[src/rtl/seq_signed_divider.sv]
// seq_signed_divider
//   Sequential signed divider: 2W-bit signed dividend / W-bit signed divisor.
//   Restoring division on magnitudes, one quotient bit per cycle, then a
//   single sign-fixup/range-check cycle. Quotient truncates toward zero and
//   the remainder carries the sign of the dividend.
//
// Ports
//   clk          rising-edge clock
//   rst_n        asynchronous active-low reset
//   start        request, sampled only when idle
//   dividend     2W-bit signed dividend
//   divisor      W-bit signed divisor
//   busy         operation in progress
//   done         one-cycle pulse when results are valid
//   quotient     W-bit signed quotient
//   remainder    W-bit signed remainder
//   overflow     quotient does not fit W signed bits
//   div_by_zero  divisor was zero
//
// state  | meaning
// IDLE   | waiting for start; divide-by-zero answered here in one cycle
// ITER   | one restoring-division step per cycle, 2W cycles
// FIX    | range check and sign fixup, raise done
module seq_signed_divider #(
  parameter int W = 4
) (
  input  logic           clk,
  input  logic           rst_n,
  input  logic           start,
  input  logic [2*W-1:0] dividend,
  input  logic [W-1:0]   divisor,
  output logic           busy,
  output logic           done,
  output logic [W-1:0]   quotient,
  output logic [W-1:0]   remainder,
  output logic           overflow,
  output logic           div_by_zero
);

  localparam int CW = $clog2(2*W);
  localparam logic [CW-1:0] LAST_STEP = CW'(2*W-1);
  // Largest quotient magnitudes representable for positive / negative results.
  localparam logic [2*W-1:0] LIM_POS = (2*W)'((2**(W-1)) - 1);
  localparam logic [2*W-1:0] LIM_NEG = (2*W)'(2**(W-1));

  localparam logic [1:0] S_IDLE = 2'd0;
  localparam logic [1:0] S_ITER = 2'd1;
  localparam logic [1:0] S_FIX  = 2'd2;

  logic [1:0]     state;
  logic           sign_q;
  logic           sign_r;
  // Holds the dividend magnitude at first; quotient bits shift in from the
  // bottom as the dividend bits shift out the top.
  logic [2*W-1:0] qbits;
  logic [W-1:0]   dvs_mag;
  logic [W:0]     prem;
  logic [CW-1:0]  count;

  logic [2*W-1:0] dvd_abs;
  logic [W-1:0]   dvs_abs;
  logic [W:0]     shifted;
  logic [W+1:0]   trial;
  logic           trial_ok;
  logic           range_ovf;
  logic [W-1:0]   q_fixed;
  logic [W-1:0]   r_fixed;

  // Unsigned magnitudes: the most negative value maps onto its own bit
  // pattern, which is the correct unsigned magnitude.
  assign dvd_abs = dividend[2*W-1] ? -dividend : dividend;
  assign dvs_abs = divisor[W-1]    ? -divisor  : divisor;

  assign shifted  = {prem[W-1:0], qbits[2*W-1]};
  assign trial    = {1'b0, shifted} - {2'b00, dvs_mag};
  assign trial_ok = ~trial[W+1];

  assign range_ovf = sign_q ? (qbits > LIM_NEG) : (qbits > LIM_POS);
  assign q_fixed   = sign_q ? -qbits[W-1:0] : qbits[W-1:0];
  assign r_fixed   = sign_r ? -prem[W-1:0]  : prem[W-1:0];

  always_ff @(posedge clk or negedge rst_n) begin
    if (!rst_n) begin
      state       <= S_IDLE;
      sign_q      <= 1'b0;
      sign_r      <= 1'b0;
      qbits       <= '0;
      dvs_mag     <= '0;
      prem        <= '0;
      count       <= '0;
      busy        <= 1'b0;
      done        <= 1'b0;
      quotient    <= '0;
      remainder   <= '0;
      overflow    <= 1'b0;
      div_by_zero <= 1'b0;
    end else begin
      done <= 1'b0;
      case (state)
        S_IDLE: begin
          if (start) begin
            overflow <= 1'b0;
            if (divisor == '0) begin
              done        <= 1'b1;
              div_by_zero <= 1'b1;
              quotient    <= '0;
              remainder   <= '0;
            end else begin
              div_by_zero <= 1'b0;
              sign_q      <= dividend[2*W-1] ^ divisor[W-1];
              sign_r      <= dividend[2*W-1];
              qbits       <= dvd_abs;
              dvs_mag     <= dvs_abs;
              prem        <= '0;
              count       <= '0;
              busy        <= 1'b1;
              state       <= S_ITER;
            end
          end
        end
        S_ITER: begin
          prem  <= trial_ok ? trial[W:0] : shifted;
          qbits <= {qbits[2*W-2:0], trial_ok};
          count <= count + CW'(1);
          if (count == LAST_STEP) state <= S_FIX;
        end
        S_FIX: begin
          if (range_ovf) begin
            overflow  <= 1'b1;
            quotient  <= '0;
            remainder <= '0;
          end else begin
            overflow  <= 1'b0;
            quotient  <= q_fixed;
            remainder <= r_fixed;
          end
          div_by_zero <= 1'b0;
          done        <= 1'b1;
          busy        <= 1'b0;
          state       <= S_IDLE;
        end
        default: begin
          busy  <= 1'b0;
          state <= S_IDLE;
        end
      endcase
    end
  end

endmodule

[config.mk]
export PLATFORM = sky130hd
export DESIGN_NAME = seq_signed_divider
export DESIGN_NICKNAME = d
export VERILOG_FILES = /design/src/rtl/seq_signed_divider.sv
export SDC_FILE = /design/constraint.sdc
export NUM_CORES = 1
export LEC_CHECK = 0
export CORE_MARGIN = 4
export CORE_UTILIZATION = 52
export DETAILED_ROUTE_END_ITERATION = 7
export GPL_ROUTABILITY_DRIVEN = 1
export PLACE_DENSITY = 0.76
export SYNTH_ARGS = -nofsm -noshare
export SYNTH_HDL_FRONTEND = slang
export SYNTH_SLANG_ARGS = --single-unit
[constraint.sdc]
create_clock -name clk -period 4.3 [get_ports clk]
set_input_delay 1.29 -clock clk [delete_from_list [all_inputs] [get_ports clk]]
set_output_delay 1.29 -clock clk [all_outputs]
set_load 0.02 [all_outputs]
==> impl_metrics.py <==
metrics = {
    "floorplan": {
        "core_area_sq_mm": 0.00369,
        "start_util_pct": 54.0,
        "boundaryPins": 27,
        "die_y_um": 69.9,
        "die_w_um": 69.9,
        "rows": 22,
        "die_area_sq_mm": 0.00488,
    },
    "cts": {
        "cts.sinks": 35,
        "hold_buffers": 0,
        "cts_tree": "done",
        "cts_max_level": 2,
        "root_buffer": "clkbuf_8",
        "clk_pin_slew_ns": 0.07,
        "clock_path_buffers": 2,
        "cts_made_buffers": 5,
        "clk_latency_ns": 0.28,
        "postCtsSetupBuffers": 0,
        "cts_resized": 0,
    },
    "outcome": {
        "status": "finished clean",
    },
    "synth": {
        "synth.area.mux_share_pct": 4.15,
        "yosys.area_share.adder_pct": 7.29,
        "yosys.area_share.simple_pct": 19.5,
        "syn_area_sq_mm": 0.00199,
        "syn_inst": 211,
        "synth_nets": 237,
        "synth_top_family_by_area": "simple AND/OR/NAND/NOR gates",
        "synth_compound_area_share_pct": 15.3,
        "syn_area_per_cell_sq_um": 9.44,
        "synthXorXnorAreaFrac_pct": 4.40,
        "synth.distinct_cells": 46,
        "ys_warn_count": 0,
        "ys_seq_area_share_pct": 44.0,
        "ys_ff_latch": 35,
    },
    "grt": {
        "track_usage_pct": 17.7,
        "grt_pass1_wl_um": 7060,
        "grt_max_degree": 36,
        "antenna_found_initial": 0,
        "overflow": 0,
        "grt_pass1_vias": 1482,
    },
    "layout": {
        "layout.nets": 264,
        "drive_gt1_share_pct": 6.69,
        "fillers": 296,
        "final_common_cell": "dfrtp_1",
        "layout_common_cells": "dfrtp_1 (35), clkdlybuf4s50_1 (26), nand2_1 (24)",
        "antenna_cells_inserted": 0,
        "areaGrowthSynthToFinish_pct": 20.4,
    },
    "sta": {
        "maxSlewViolCount": 0,
        "fin_crit_ns": 2.88,
        "setup_slack_ns": 1.42,
        "max_freq_ghz": 0.348,
        "worst_pin_slew_ns": 0.678,
        "rsz0062_at_grt": "no",
        "finClkSkew_ns": 0.00569,
        "finalSetupTns_ns": 0,
        "fin_crit_sh_pct": 66.9,
        "setup_violations": 0,
        "maxSlewHeadroom_pct": 54.7,
        "final_hold_viol_count": 0,
    },
    "placement": {
        "port_buffers": 26,
        "dpl_worst_slack_ns": 1.15,
        "place.gp.congestion": 0.848,
        "hpwl_um": 2890,
    },
    "worst_setup_path": {
        "slowest_stage": "or4b_1",
        "r2r_slack_ns": 2.43,
        "crit_chain": "clkdlybuf4s50_1 -> inv_1 -> ha_1 -> or4b_1 -> nand4b_1 -> mux2i_1 -> nor3_1",
        "worstPathArrival_ns": 3.07,
        "worstSetupPathType": "in2reg",
        "crit_path_max_fanout": 8,
        "worst_setup_path_end_kind": "flop",
        "cpPeakStageDelay_ns": 0.62,
        "setup.worst_path.start_class": "primary input",
        "required_ns": 4.49,
    },
    "power_and_ir_drop": {
        "peakVddDrop_v": 0.000396,
        "power_density_mw_per_mm2": 730,
        "leakage_uw": 0.00105,
    },
    "drt": {
        "post-route-drc-count": 0,
        "vias": 1553,
        "first_pass_iters": 4,
        "vias_per_cell": 5.41,
        "wl_um": 3980,
        "drtIter0Drc": 51,
        "wl_per_cell_um": 13.9,
        "drtAntennaViolNets": 0,
    },
    "job": {
        "cap_violations": 0,
    },
    "hold_path": {
        "hold_path_class": "reg2reg",
    },
}
-- synth_stat cells (all sizes together) --
cell / instances / share of area [%]
a211oi: 1 / 0.38
a21boi: 1 / 0.38
a21oi: 9 / 2.3
a22o: 2 / 0.88
a22oi: 1 / 0.38
a31oi: 1 / 0.31
a41oi: 1 / 0.44
and4bb: 1 / 0.63
buf: 6 / 1.9
clkbuf: 2 / 0.38
dfrtp: 35 / 44
fa: 1 / 1.0
ha: 10 / 6.3
inv: 16 / 3.0
mux2: 2 / 1.1
mux2i: 6 / 3.0
nand2: 25 / 5.1
nand2b: 4 / 1.3
nand3b: 1 / 0.38
nand4: 4 / 1.3
nand4b: 2 / 0.88
nor2: 14 / 2.6
nor2b: 6 / 1.9
nor3: 9 / 2.3
nor3b: 1 / 0.38
nor4: 1 / 0.31
nor4b: 1 / 0.44
o211ai: 1 / 0.38
o21a: 2 / 0.75
o21ai: 18 / 4.5
o21ba: 1 / 0.50
o22ai: 2 / 0.63
o311ai: 2 / 0.88
o31a: 1 / 0.44
o31ai: 4 / 1.8
o41ai: 1 / 0.44
or2b: 1 / 0.38
or3: 4 / 1.3
or4b: 1 / 0.50
xnor2: 8 / 3.5
xor2: 2 / 0.88
-- critical path: cells and delay by family --
| kind | cells | cell delay (ns) |
|---|---|---|
| fa+ha+maj | 1 | 0.18 |
| mux | 1 | 0.08 |
| simple gates | 3 | 0.99 |
| buf+inv | 2 | 0.51 |
-- metal layers --
| layer | wire length (um) | part of all wire [%] | GRT usage, % |
|---|---|---|---|
| met4 | 11 | 0.28 | 2.13 |
| met2 | 1870 | 47 | 26.3 |
| met3 | 207 | 5.2 | 6.33 |
| met1 | 1890 | 47 | 25.6 |
| met5 | 0 | 0 | 0 |
-- cell type report --
cell class                 count  area [sq um]  share of cell area, %
multi-input combinational    152          1010                   42.1
sequential                    35           876                   36.5
timing repair buffer          28           275                   11.5
clock buffer                   6          82.6                   3.44
inverter                      16          60.1                   2.50
tap                           48          60.1                   2.50
clock inverter                 2          35.0                   1.46
-- registers in the layout (all words and copies together) (netlist names) --
register     cells
qbits            8
dvs_mag          4
prem             4
quotient         4
remainder        4
count            3
state            2
busy             1
div_by_zero      1
done             1
overflow         1
sign_q           1
sign_r           1
-- per-stage QoR --
stage | power (uW) | cell area, sq um | instances | hold WS, ns | util, %
after floorplan | 1200 | 1990 | 211 | 0.466 | -
after global placement | 1430 | 2280 | 279 | 0.462 | 61.8
after detailed placement | 1450 | 2280 | 279 | 0.470 | 61.8
after CTS | 1770 | 2400 | 287 | 0.487 | 65.0
after global routing | 1920 | 2400 | 287 | 0.510 | 65.0
final | 1750 | 2400 | 287 | 0.479 | 65.0
-- path summary, 6_finish.rpt --
kind | to | depth (start not counted) | start
worst max-delay path | qbits[5]$_DFFE_PN0P_ | 7 | divisor[0]
max in group asynchronous | state[1]$_DFFE_PN0P_ | 2 | rst_n
min in group asynchronous | remainder[2]$_DFFE_PN0P_ | 2 | rst_n
worst max register to register | prem[0]$_DFFE_PN0P_ | 4 | state[1]$_DFFE_PN0P_
worst min register to register | remainder[3]$_DFFE_PN0P_ | 2 | remainder[3]$_DFFE_PN0P_
worst min-delay path | remainder[3]$_DFFE_PN0P_ | 2 | remainder[3]$_DFFE_PN0P_
-- cell families after synthesis --
family / Yosys count
adder cells (fa/ha/maj): 11
XOR/XNOR: 10
flip-flops: 35
buffers and inverters: 24
multiplexers: 8
AND/OR/NAND/NOR: 75
AO/OA/AOI/OAI: 48
-- report_power, final --
part / internal, uW / total [uW] / switching, uW
Combinational: 391 / 824 / 433
Sequential: 489 / 623 / 134
Clock: 188 / 303 / 115
Note: power is estimated with default switching activity, not from simulation.
